`src/rtl/gate_identifier.sv`:
```
// rtl/gate_identifier.sv - sweeps a 2-input gate under test and decodes its truth table
// Optional expected-code check enabled by GATE_IDENTIFIER_EXPECT_EN.
module gate_identifier #(
   parameter int SETTLE_CYCLES = 2
) (
   input  logic       clk,
   input  logic       rst,
   input  logic       start,
   input  logic       z_in,
`ifdef GATE_IDENTIFIER_EXPECT_EN
   input  logic [2:0] expected_code,
   output logic       pass,
`endif
   output logic       a_out,
   output logic       b_out,
   output logic       busy,
   output logic       done,
   output logic       valid,
   output logic [2:0] gate_code,
   output logic [3:0] truth_table
);

   typedef enum logic [1:0] {
      IDLE,
      DRIVE,
      DECODE
   } state_t;

   state_t     state_q, state_d;
   logic [1:0] idx_q, idx_d;
   logic [3:0] cnt_q, cnt_d;
   logic [3:0] shadow_q, shadow_d;
   logic [1:0] ab_q, ab_d;
   logic       busy_q, busy_d;
   logic       done_q, done_d;
   logic       valid_q, valid_d;
   logic [2:0] code_q, code_d;
   logic [3:0] tt_q, tt_d;
   logic [2:0] dec_code;
   logic       dec_valid;
`ifdef GATE_IDENTIFIER_EXPECT_EN
   logic [2:0] exp_q, exp_d;
   logic       pass_q, pass_d;
`endif

   // Truth table bit index is {A,B}, so AND only sets bit 3.
   always_comb begin
      dec_code  = 3'b111;
      dec_valid = 1'b0;
      case (shadow_q)
         4'b1000: begin dec_code = 3'd0; dec_valid = 1'b1; end
         4'b0111: begin dec_code = 3'd1; dec_valid = 1'b1; end
         4'b1110: begin dec_code = 3'd2; dec_valid = 1'b1; end
         4'b0001: begin dec_code = 3'd3; dec_valid = 1'b1; end
         4'b0110: begin dec_code = 3'd4; dec_valid = 1'b1; end
         4'b1001: begin dec_code = 3'd5; dec_valid = 1'b1; end
         default: begin dec_code = 3'b111; dec_valid = 1'b0; end
      endcase
   end

   always_comb begin
      state_d  = state_q;
      idx_d    = idx_q;
      cnt_d    = cnt_q;
      shadow_d = shadow_q;
      ab_d     = ab_q;
      busy_d   = busy_q;
      done_d   = 1'b0;
      valid_d  = valid_q;
      code_d   = code_q;
      tt_d     = tt_q;
`ifdef GATE_IDENTIFIER_EXPECT_EN
      exp_d    = exp_q;
      pass_d   = pass_q;
`endif
      case (state_q)
         IDLE: begin
            ab_d = 2'b00;
            if (start) begin
               state_d = DRIVE;
               busy_d  = 1'b1;
               idx_d   = 2'd0;
               cnt_d   = 4'd0;
`ifdef GATE_IDENTIFIER_EXPECT_EN
               exp_d   = expected_code;
`endif
            end
         end
         DRIVE: begin
            if (cnt_q == 4'(SETTLE_CYCLES)) begin
               shadow_d[idx_q] = z_in;
               cnt_d = 4'd0;
               if (idx_q == 2'd3) begin
                  state_d = DECODE;
               end else begin
                  idx_d = idx_q + 2'd1;
                  ab_d  = idx_q + 2'd1;
               end
            end else begin
               cnt_d = cnt_q + 4'd1;
            end
         end
         DECODE: begin
            state_d = IDLE;
            tt_d    = shadow_q;
            code_d  = dec_code;
            valid_d = dec_valid;
            done_d  = 1'b1;
            busy_d  = 1'b0;
            ab_d    = 2'b00;
`ifdef GATE_IDENTIFIER_EXPECT_EN
            pass_d  = dec_valid && (dec_code == exp_q);
`endif
         end
         default: state_d = IDLE;
      endcase
   end

   always_ff @(posedge clk) begin
      if (rst) begin
         state_q  <= IDLE;
         idx_q    <= 2'd0;
         cnt_q    <= 4'd0;
         shadow_q <= 4'd0;
         ab_q     <= 2'b00;
         busy_q   <= 1'b0;
         done_q   <= 1'b0;
         valid_q  <= 1'b0;
         code_q   <= 3'b111;
         tt_q     <= 4'd0;
`ifdef GATE_IDENTIFIER_EXPECT_EN
         exp_q    <= 3'd0;
         pass_q   <= 1'b0;
`endif
      end else begin
         state_q  <= state_d;
         idx_q    <= idx_d;
         cnt_q    <= cnt_d;
         shadow_q <= shadow_d;
         ab_q     <= ab_d;
         busy_q   <= busy_d;
         done_q   <= done_d;
         valid_q  <= valid_d;
         code_q   <= code_d;
         tt_q     <= tt_d;
`ifdef GATE_IDENTIFIER_EXPECT_EN
         exp_q    <= exp_d;
         pass_q   <= pass_d;
`endif
      end
   end

   assign a_out       = ab_q[1];
   assign b_out       = ab_q[0];
   assign busy        = busy_q;
   assign done        = done_q;
   assign valid       = valid_q;
   assign gate_code   = code_q;
   assign truth_table = tt_q;
`ifdef GATE_IDENTIFIER_EXPECT_EN
   assign pass        = pass_q;
`endif

endmodule
```
`config.mk`:
```
export PLATFORM = sky130hd
export DESIGN_NAME = gate_identifier
export DESIGN_NICKNAME = d
export VERILOG_FILES = /design/src/rtl/gate_identifier.sv
export SDC_FILE = /design/constraint.sdc
export NUM_CORES = 1
export LEC_CHECK = 0
export CAP_MARGIN = 20
export CORE_UTILIZATION = 45
export DETAILED_ROUTE_END_ITERATION = 10
export GPL_TIMING_DRIVEN = 0
export PLACE_DENSITY = 0.68
export RECOVER_POWER = 100
export SLEW_MARGIN = 20
export SYNTH_ARGS = -nofsm -noshare
export SYNTH_HDL_FRONTEND = slang
export SYNTH_SLANG_ARGS = --single-unit
```
`constraint.sdc`:
```
create_clock -name clk -period 2.2 [get_ports clk]
set_clock_uncertainty 0.1 [all_clocks]
set_input_delay 0.33 -clock clk [delete_from_list [all_inputs] [get_ports clk]]
set_output_delay 0.33 -clock clk [all_outputs]
set_load 0.05 [all_outputs]
```
Word-level counts from Yosys, hierarchy flattened
Cells that the tools add are included.

storage, ports and cells
  flip-flop bits (word level) = 24
  bits of input ports = 4
  output and inout port bits = 12
  logic and storage cells = 61

operators by class
  add/sub/neg operators = 2
  $lt $le $gt $ge = 2
  equality and inequality tests = 14
  mux-type cells = 20
  reductions and logical operators = 13

operators with widths
  kind                                                                          number
  3-bit case mux with 6 select lines                                            1
  4-bit == test, second input constant                                          3
  2-bit two-way mux                                                             6
  2-bit case mux with 2 select lines                                            3
  4-bit by 3-bit == test with 1-bit output, second input constant               2
  4-bit two-way mux                                                             2
  2-bit inequality test, second input constant                                  4
  4-bit case mux with 2 select lines                                            1
  2-bit AND reduction                                                           3
  3-bit AND reduction                                                           2
  2-bit nonzero test                                                            3
  6-bit OR reduction                                                            1
  4-bit by 1-bit adder with 4-bit output, second input constant                 1
  4-bit bitwise mux                                                             1
  2-bit == test, second input constant                                          2
  4-bit by 1-bit == test with 1-bit output, second input constant               1
  4-bit by 2-bit == test with 1-bit output, second input constant               1
  1-bit two-way mux                                                             4
  4-bit AND reduction                                                           1
  2-bit by 3-bit less-than comparator with 1-bit output, second input constant  1
  2-bit by 1-bit adder with 2-bit output, second input constant                 1
  1-bit demux with 2-bit select                                                 1
  2-bit by 1-bit == test with 1-bit output, second input constant               1
  2-bit by 1-bit >= comparator with 1-bit output, second input constant         1
  other kinds (4)                                                               4

Depth between registers and ports, before layout
Gate-level depths: netlist of run 1.

  depth after elaboration = 5
  mapped depth = 5
  mapped depth without buffers = 5

Least setup slack after synthesis of run 1
Ideal clock, no wire load.

  path type = register -> register
  from = register cnt_q[0]
  to = register cnt_q[1]
  setup time = 0.117 ns
  data arrival time = 1.259 ns
  required time = 1.983 ns
  setup slack = 0.724 ns
  stages on the path, launching flop included = 6
  path buffers = 0
  clock period less this slack = 1.476 ns
  cells stage by stage = dfxtp_1 inv_1 ha_1 or3b_2 a32oi_1 nor2_1

on the way
  word-level cells in the longest chain between the ends = 3
  elaborated cells on any way between the ends = 4

ends and longest elaborated chain
  what                                                                                                RTL line  source
  start, declared                                                                                     31        logic [3:0] cnt_q, cnt_d;
  start signal, assigned                                                                              138       cnt_q <= cnt_d;
  4-bit by 1-bit adder with 4-bit output or 4-bit by 2-bit == test with 1-bit output (tied branches)  100, 90
  4-bit two-way mux *                                                                                 90        if (cnt_q == 4'(SETTLE_CYCLES)) begin
  4-bit case mux with 2 select lines *                                                                76        case (state_q)

Mark *: on every way between the ends. The rest lies on a longest branch, timed or not.
A chain may end at the register's enable or synchronous reset.

Worst setup path after layout of run 1
  from = register tt_q[1] (netlist: truth_table[1])
  to = output port truth_table[1]

RTL lines
  what                    RTL line  source
  start, declared         38        logic [3:0] tt_q, tt_d;
  start signal, assigned  145       tt_q <= tt_d;
  end, declared           20        output logic [3:0] truth_table

No word-level cell between the ends.

==> results of run 1 <==
==> final cells by class <==
| type | count | area share, % |
|---|---|---|
| Multi-Input combinational cell | 93 | 44.60 |
| Sequential cell | 24 | 34.26 |
| Timing Repair Buffer | 15 | 10.70 |
| Buffer | 7 | 2.676 |
| Tap cell | 30 | 2.676 |
| Clock inverter | 1 | 2.141 |
| Clock buffer | 3 | 1.606 |
| Inverter | 5 | 1.338 |
==> metrics by stage <==
stage          util, %  cell area, um^2  worst slack, ns  hold WS, ns  std cells
3_5_place_dp     55.10             1353           0.2835       0.3487        174
3_3_place_gp     55.10             1353           0.2869       0.3428        174
2_1_floorplan        -             1165           0.7238       0.3621        129
4_1_cts          57.24             1405           0.2468       0.3699        178
5_1_grt          57.14             1403           0.1373       0.3845        178
6_report         57.14             1403           0.1938       0.3666        178
==> registers in the layout, summed over array words and instances (netlist names) <==
register and cells:
gate_code 3, state_q 2, valid 1, busy 1, shadow_q 4, done 1, ab_q 2, truth_table 4
idx_q 2, cnt_q 4
==> layer usage <==
metal	global-route usage, %	vias up	wire length, um
met5	0	-	0
met2	29.54	20	1046
met3	2.586	5	80
met1	27.16	450	1125
li1	-	489	-
met4	9.211	0	53
==> cells by family after synthesis <==
logic type,count (synthesis)
flip-flops,24
buffers and inverters,12
multiplexers,4
adder cells (fa/ha/maj),6
AND/OR/NAND/NOR,51
AO/OA/AOI/OAI,31
XOR/XNOR,1
==> layout by cell type (no fill, tap or decap), types with 3 or more instances in the layout <==
cell	count
inv_1	5
nand3_1	9
clkbuf_1	3
dlygate4sd3_1	13
nor2_1	6
ha_1	6
nand2b_1	10
nand2_1	13
buf_2	3
a21oi_1	10
o21ai_0	6
dfxtp_1	24
mux2i_1	4
clkbuf_4	3
==> worst max path at each step <==
| stage | startpoint | to | slack (ns) | depth (start not counted) |
|---|---|---|---|---|
| 2_1_floorplan | cnt_q[0] | cnt_q[1] | 0.72 | 5 |
| 3_3_place_gp | rst | gate_code[0] | 0.29 | 4 |
| 3_5_place_dp | rst | gate_code[0] | 0.28 | 4 |
| 4_1_cts | truth_table[1] | truth_table[1] | 0.25 | 1 |
| 5_1_grt | truth_table[1] | truth_table[1] | 0.14 | 1 |
| 6_report | truth_table[1] | truth_table[1] | 0.19 | 1 |
==> power by group through the flow <==
stage	clock, mW	sequential [mW]	combinational (mW)
3_3_place_gp	0	0.453	0.0588
2_1_floorplan	0	0.458	0.0351
3_5_place_dp	0	0.453	0.0605
5_1_grt	0.354	0.444	0.0649
6_report	0.327	0.444	0.0593
4_1_cts	0.334	0.444	0.0609
==> flow_metrics.py, run 1 <==
metrics = {
    "grt": {
        "grt_pass1_vias": 845,
        "grt_pass1_wl_um": 3898,
        "antenna_found_initial": 0,
        "grt_max_degree": 15,
        "track_usage_pct": 19.53,
        "grt_overflow": 0,
    },
    "critical_path": {
        "timing.rr.start": "cnt_q[0]",
        "worst_ep_arrival_time_ns": 1.58,
        "slowest_delay_ns": 0.88,
        "required_ns": 1.77,
        "crit_family": "buffers and inverters",
        "cpMaxStageDelayCell": "dlygate4sd3_1",
        "critPathBufInv": 1,
        "reg2reg_slack_ns": 0.42,
        "start_kind": "register",
        "crit_chain": "dlygate4sd3_1",
        "reg2reg_to": "idx_q[1]",
        "criticalPathCategory": "reg2out",
        "crit_fanout": 2,
        "rr_worst_depth": 5,
        "cp-end-kind": "output pin",
    },
    "pwr": {
        "power_density_nw_per_um2": 591.5,
        "total_power_mw": 0.8297,
        "internal_power_mw": 0.6473,
        "irDropWorstVdd_mv": 0.4804,
        "cellLeakagePower_nw": 0.5512,
        "netSwitchingFraction_pct": 21.99,
        "power_frac_seq_pct": 53.5,
        "p_switching_mw": 0.1824,
        "clkPwrFrac_pct": 39.4,
        "combPwrFrac_pct": 7.1,
    },
    "final_layout": {
        "syn2layout_area_growth_pct": 20.41,
        "antenna_cells": 0,
        "final_nets": 159,
        "multiInputGateArea_um2": 625.6,
        "drive_gt1_share_pct": 10.14,
        "ff_latch_area_um2": 480.5,
        "fillCellCount": 223,
    },
    "clocking": {
        "clk_latency_ns": 0.33,
        "clock_path_buffers": 2,
        "cts-root-buf": "clkbuf_4",
        "cts_tree": "done",
        "cts_hold_buffers": 0,
        "clk_pin_slew_ns": 0.14,
        "post_cts_buffers": 0,
        "cts_sinks": 24,
        "h-tree-depth": 1,
        "cts_resized": 0,
        "cts_inserted_buffers": 3,
    },
    "yosys": {
        "synth_nets": 139,
        "synth_fa_ha_area_share_pct": 6.445,
        "syn_area_per_cell_um2": 9.030,
        "syn-instance-count": 129,
        "synth_mux_area_share_pct": 3.437,
        "synth_simple_gate_area_share_pct": 24.27,
        "ys_types": 35,
        "yosysMostFrequentCell": "dfxtp_1",
        "yosys_warnings": 0,
        "ys_top_cells_by_count": "24 x dfxtp_1, 13 x nand2_1, 10 x a21oi_1, 10 x nand2b_1, 9 x nand3_1",
        "synth_compound_area_share_pct": 18.80,
        "synth-edff-count": 0,
        "syn_area_um2": 1165,
        "ys_ff_latch": 24,
        "synth_area_leaders": "dfxtp_1 41%, ha_1 6.4%, nand2b_1 5.4%",
        "synth_ff_type": "dfxtp_1",
        "yosysTopAreaCellShare_pct": 41.25,
        "synth_top_family_by_area": "simple AND/OR/NAND/NOR gates",
        "synthArstFlopShare_pct": 0,
        "yosysTopAreaCell": "dfxtp_1",
        "synth-xor-area-share_pct": 0.7519,
        "ys_seq_area_share_pct": 41.25,
    },
    "floorplan": {
        "io_pins": 16,
        "coreArea_um2": 2455,
        "num_rows": 18,
        "die_y_um": 52.88,
        "initial_utilization_pct": 47.45,
        "die_area_um2": 2796,
        "die_w_um": 52.88,
    },
    "route": {
        "num_vias": 964,
        "vias_per_cell": 5.416,
        "postRouteAntennaNets": 0,
        "post-route-drc-count": 0,
        "dr.pass1.iters": 4,
        "drt_wl_total_um": 2306,
        "drt_iter0_drc": 17,
        "wl_per_cell_um": 12.96,
    },
    "outcome": {
        "status": "finished clean",
    },
    "flow_run": {
        "max_cap_viol_count": 0,
    },
    "sta": {
        "max_freq_mhz": 498.4,
        "finalHoldViolCount": 0,
        "worst_slew_pin_slew_ns": 0.5877,
        "slew_headroom_pct": 60.65,
        "slew_violations": 0,
        "fin_crit_ns": 2.006,
        "finalCritPeriodShare_pct": 91.19,
        "setup_viol": 0,
        "finalSetupTns_ns": 0,
        "rsz0062_at_grt": "false",
    },
    "placed_design": {
        "portBuffers": 15,
        "hpwl_um": 1675,
        "routabilityCongestion": 0.7604,
    },
    "hold_path": {
        "hp-start": "truth_table[0]",
        "hold_path_end": "truth_table[0]",
        "hp-class": "reg2reg",
        "min_path_cells": 2,
    },
}
Note: power is estimated with default switching activity, not from simulation.
==> inputs of run 2 (changes only) <==
--- a/config.mk
+++ b/config.mk
@@ -6,10 +6,11 @@
 export NUM_CORES = 1
 export LEC_CHECK = 0
 export CAP_MARGIN = 20
+export CORE_ASPECT_RATIO = 0.6
 export CORE_UTILIZATION = 45
 export DETAILED_ROUTE_END_ITERATION = 10
 export GPL_TIMING_DRIVEN = 0
-export PLACE_DENSITY = 0.68
+export PLACE_DENSITY = 0.79
 export RECOVER_POWER = 100
 export SLEW_MARGIN = 20
 export SYNTH_ARGS = -nofsm -noshare
==> constraint.sdc (replaced) <==
create_clock -name clk -period 2.1 [get_ports clk]
set_clock_uncertainty 0.1 [all_clocks]
set_input_delay 0.315 -clock clk [delete_from_list [all_inputs] [get_ports clk]]
set_output_delay 0.315 -clock clk [all_outputs]
set_load 0.05 [all_outputs]
==> run 2 against run 1 <==
  * Total power rose by 11%
  * Largest power group unchanged
  * Hold slack worse by 0.0064 ns
  * Cell area up 0.53%
==> flow_metrics.py, run 2 (synthesized netlist as in run 1, its figures left out) <==
metrics = {
    "outcome": {
        "status": "finished clean",
    },
    "pwr": {
        "power_density_nw_per_um2": 654.1,
        "total_power_mw": 0.9224,
        "clkPwrFrac_pct": 43.1,
        "combPwrFrac_pct": 6.5,
        "power_frac_seq_pct": 50.3,
        "netSwitchingFraction_pct": 20.07,
        "irDropWorstVdd_mv": 0.4654,
        "cellLeakagePower_nw": 0.5523,
        "p_switching_mw": 0.1851,
        "internal_power_mw": 0.7373,
    },
    "sta": {
        "slew_headroom_pct": 60.45,
        "finalHoldViolCount": 0,
        "worst_slew_pin_slew_ns": 0.5907,
        "finalCritPeriodShare_pct": 89.91,
        "rsz0062_at_grt": "false",
        "finalSetupTns_ns": 0,
        "max_freq_mhz": 529.6,
        "setup_viol": 0,
        "slew_violations": 0,
        "fin_crit_ns": 1.888,
    },
    "critical_path": {
        "crit_chain": "inv_1, ha_1, nor3b_2, nand2_1, o32ai_1",
        "criticalPathCategory": "reg2reg",
        "cp_num_cells": 5,
        "slowest_delay_ns": 0.52,
        "start_kind": "register",
        "required_ns": 2.16,
        "rr_worst_depth": 5,
        "critPathBufInv": 1,
        "crit_family": "simple AND/OR/NAND/NOR gates",
        "crit_fanout": 9,
        "reg2reg_to": "idx_q[1]",
        "cp-end-kind": "register",
        "endpoint": "idx_q[1]",
        "reg2reg_slack_ns": 0.21,
        "worst_ep_arrival_time_ns": 1.95,
        "cp-startpoint": "cnt_q[0]",
        "cpMaxStageDelayCell": "nor3b_2",
        "timing.rr.start": "cnt_q[0]",
    },
    "final_layout": {
        "layout_common_cells": "24 x dfxtp_1, 13 x nand2_1, 13 x dlygate4sd3_1",
        "drive_gt1_share_pct": 9.459,
        "antenna_cells": 0,
        "fin_cells": 178,
        "syn2layout_area_growth_pct": 21.05,
        "final_area_um2": 1410,
        "final_common_cell": "dfxtp_1",
        "final_nets": 159,
    },
    "grt": {
        "grt_max_degree": 15,
        "antenna_found_initial": 0,
        "grt_pass1_wl_um": 3988,
        "track_usage_pct": 19.15,
        "grt_overflow": 0,
        "grt_pass1_vias": 873,
    },
    "clocking": {
        "cts_tree": "done",
        "post_cts_buffers": 0,
        "clk_latency_ns": 0.26,
        "cts_sinks": 24,
        "cts_resized": 0,
        "clock_path_buffers": 2,
        "clk_pin_slew_ns": 0.08,
        "cts_inserted_buffers": 3,
        "h-tree-depth": 1,
        "cts_hold_buffers": 0,
        "cts-root-buf": "clkbuf_8",
    },
    "hold_path": {
        "hp-class": "reg2reg",
    },
    "placed_design": {
        "dp.cells": 174,
        "routabilityCongestion": 0.8057,
        "dpl_cell_area_um2": 1353,
        "hpwl_um": 1779,
        "portBuffers": 15,
    },
    "route": {
        "num_vias": 975,
        "drt_wl_total_um": 2483,
        "wl_met1_um": 1242,
        "post-route-drc-count": 0,
        "dr.pass1.iters": 4,
        "top_layer": "met4",
        "met2_length_um": 1085,
        "vias_per_cell": 5.478,
        "wl_per_cell_um": 13.95,
        "wl_met3_um": 142,
        "postRouteAntennaNets": 0,
        "drt_iter0_drc": 51,
    },
    "floorplan": {
        "die_w_um": 67.69,
        "die_y_um": 41.41,
        "io_pins": 16,
        "coreArea_um2": 2293,
        "num_rows": 13,
        "die_area_um2": 2803,
        "initial_utilization_pct": 50.79,
    },
    "flow_run": {
        "max_cap_viol_count": 0,
    },
}
-- run 2: per-stage QoR --
step	utilization [%]	hold WS, ns	setup WS [ns]
finish	61.48	0.3602	0.2118
global route	61.48	0.3758	0.03421
CTS	62.08	0.3655	0.2681
detailed placement	58.97	0.3533	0.2401
global placement	58.97	0.3426	0.2699
floorplan	-	0.3621	0.6238
-- run 2: power groups by stage --
stage                     Combinational [mW]  Clock (mW)  Sequential (mW)
after floorplan                       0.0368           0            0.480
after global placement                0.0607           0            0.474
after detailed placement              0.0633           0            0.475
after CTS                             0.0641       0.408            0.464
after global routing                  0.0661       0.429            0.465
final                                 0.0604       0.398            0.464
-- run 2: area by class of cell --
class / count / area (um^2)
clock inverter: 1 / 30.03
fill: 179 / 883.3
tap: 30 / 37.54
inverter: 5 / 18.77
sequential: 24 / 480.5
clock buffer: 3 / 41.29
multi-input combinational: 93 / 614.3
buffer: 7 / 37.54
timing repair buffer: 15 / 150.1
-- run 2: worst min-delay path by stage --
stage                                end  cells after the start  slack (ns)           start
after floorplan                 cnt_q[0]                      2        0.36        cnt_q[0]
final                     truth_table[1]                      2        0.36  truth_table[1]
after CTS                 truth_table[3]                      2        0.37  truth_table[3]
after global routing      truth_table[1]                      2        0.38  truth_table[1]
after global placement              busy                      2        0.34            busy
after detailed placement  truth_table[3]                      2        0.35  truth_table[3]
-- run 2: routing by layer --
layer | vias up | global-route usage (%)
met5 | - | 0
met4 | 0 | 3.830
met3 | 2 | 5.769
met2 | 31 | 28.51
met1 | 452 | 27.09
li1 | 490 | -
-- run 2: worst min-delay path: cells and delay by family (launching register included) --
family	cells	cell delay, ns
simple gates	1	0.05
flops	1	0.32
compound gates	1	0.05
==> inputs of run 3 (changes only) <==
--- a/config.mk
+++ b/config.mk
@@ -7,11 +7,13 @@
 export LEC_CHECK = 0
 export CAP_MARGIN = 20
 export CORE_ASPECT_RATIO = 0.6
+export CORE_MARGIN = 2
 export CORE_UTILIZATION = 45
+export CTS_CLUSTER_SIZE = 24
 export DETAILED_ROUTE_END_ITERATION = 10
 export GPL_TIMING_DRIVEN = 0
 export PLACE_DENSITY = 0.79
-export RECOVER_POWER = 100
+export RECOVER_POWER = 50
 export SLEW_MARGIN = 20
 export SYNTH_ARGS = -nofsm -noshare
 export SYNTH_HDL_FRONTEND = slang
==> run 3 against run 2 <==
  * Hold slack about the same
  * Cell area grew 1.1%
  * Highest routed layer is now met3
  * Fmax fell by 0.19%
  * Cell count up 1.1%
==> flow_metrics.py, run 3 (synthesized netlist as in run 1, its figures left out) <==
metrics = {
    "sta": {
        "worst_slew_pin_slew_ns": 0.5999,
        "slew_headroom_pct": 59.83,
        "max_freq_mhz": 528.6,
        "finalHoldViolCount": 0,
        "rsz0062_at_grt": "false",
        "fin_crit_ns": 1.892,
        "slew_violations": 0,
        "setup_viol": 0,
        "finalCritPeriodShare_pct": 90.09,
        "finalSetupTns_ns": 0,
    },
    "flow_run": {
        "max_cap_viol_count": 0,
    },
    "final_layout": {
        "layout_common_cells": "24 x dfxtp_1, 14 x clkdlybuf4s50_1, 13 x nand2_1",
        "fin_cells": 180,
        "final_nets": 159,
        "drive_gt1_share_pct": 10.81,
        "antenna_cells": 0,
        "final_common_cell": "dfxtp_1",
        "syn2layout_area_growth_pct": 22.34,
        "fin_util_pct": 57.29,
    },
    "clocking": {
        "clk_pin_slew_ns": 0.09,
        "cts_inserted_buffers": 3,
        "cts_hold_buffers": 0,
        "clock_path_buffers": 2,
        "clk_latency_ns": 0.27,
        "cts_tree": "done",
        "cts_sinks": 24,
        "h-tree-depth": 1,
        "cts_resized": 0,
        "cts-root-buf": "clkbuf_8",
        "post_cts_buffers": 0,
    },
    "placed_design": {
        "portBuffers": 15,
        "routabilityCongestion": 0.8257,
        "dp.cells": 176,
        "hpwl_um": 1908,
    },
    "outcome": {
        "status": "finished clean",
    },
    "critical_path": {
        "crit_chain": "inv_1, ha_1, nor3b_2, nand2_1, o32ai_1",
        "crit_family": "simple AND/OR/NAND/NOR gates",
        "worst_ep_arrival_time_ns": 1.95,
        "crit_fanout": 9,
        "slowest_delay_ns": 0.53,
        "cp-end-kind": "register",
        "start_kind": "register",
        "cpMaxStageDelayCell": "nor3b_2",
        "criticalPathCategory": "reg2reg",
        "critPathBufInv": 1,
        "required_ns": 2.16,
    },
    "grt": {
        "track_usage_pct": 18.54,
        "grt_max_degree": 15,
        "grt_pass1_vias": 925,
        "antenna_found_initial": 0,
        "grt_pass1_wl_um": 4298,
        "grt_overflow": 0,
    },
    "hold_path": {
        "hp-class": "reg2reg",
    },
    "route": {
        "vias_per_cell": 5.667,
        "dr.pass1.iters": 5,
        "postRouteAntennaNets": 0,
        "num_vias": 1020,
        "drt_wl_total_um": 2547,
        "post-route-drc-count": 0,
        "wl_per_cell_um": 14.15,
        "drt_iter0_drc": 80,
    },
    "floorplan": {
        "io_pins": 16,
        "initial_utilization_pct": 46.83,
        "num_rows": 14,
        "die_area_um2": 3025,
        "die_y_um": 43.41,
        "coreArea_um2": 2487,
        "die_w_um": 69.69,
    },
    "pwr": {
        "irDropWorstVdd_mv": 0.4362,
        "power_density_nw_per_um2": 654.5,
        "cellLeakagePower_nw": 0.5386,
    },
}
-- run 3: cell types whose count changed in the layout (fill, tap and decap cells not counted) --
cell and delta:
o21bai_4 +1, buf_2 +1, clkdlybuf4s50_1 +12, o21bai_1 -1, dlygate4sd3_1 -12, clkbuf_1 -1
-- run 3: metrics by stage --
| step | total power, mW | worst slack (ns) | cell area (um^2) | hold WS (ns) |
|---|---|---|---|---|
| floorplan | 0.5165 | 0.6238 | 1165 | 0.3621 |
| global placement | 0.5352 | 0.2760 | 1355 | 0.3424 |
| detailed placement | 0.5381 | 0.2512 | 1355 | 0.3530 |
| CTS | 0.9437 | 0.2306 | 1426 | 0.3642 |
| global route | 0.9704 | 0.1202 | 1425 | 0.3854 |
| finish | 0.9328 | 0.2082 | 1425 | 0.3602 |
-- run 3: cell type report --
cell class,instances,area (um^2)
buffer,7,38.79
clock buffer,3,41.29
clock inverter,1,30.03
inverter,5,18.77
tap,32,40.04
multi-input combinational,93,625.6
fill,222,1062
timing repair buffer,15,150.1
sequential,24,480.5
-- run 3: worst paths after layout --
| kind | end | depth (start not counted) | startpoint | slack [ns] |
|---|---|---|---|---|
| setup / recovery | idx_q[1] | 5 | cnt_q[0] | 0.21 |
| hold / removal | truth_table[1] | 2 | truth_table[1] | 0.36 |
| setup reg to reg | idx_q[1] | 5 | cnt_q[0] | 0.21 |
| hold reg to reg | truth_table[1] | 2 | truth_table[1] | 0.36 |
-- run 3: metal layers --
metal | GRT usage [%] | routed length (um) | vias up
met5 | 0 | 0 | -
met4 | 3.846 | 0 | 0
met3 | 5.814 | 220 | 0
met2 | 30.19 | 1234 | 45
met1 | 24.93 | 1092 | 480
li1 | - | - | 495
-- run 3: tightest hold or removal path, delay by kind of cell (launching register included) --
kind | cells | cell delay [ns]
DFF | 1 | 0.32
and+or+nand+nor | 1 | 0.05
AOI/OAI and AO/OA | 1 | 0.05
-- run 3: power by group --
part	total [mW]	switching [mW]	internal, mW	leakage [nW]
combinational	0.0633	0.0386	0.0247	0.309
clock	0.406	0.151	0.255	0.0357
sequential	0.464	0.00362	0.460	0.194
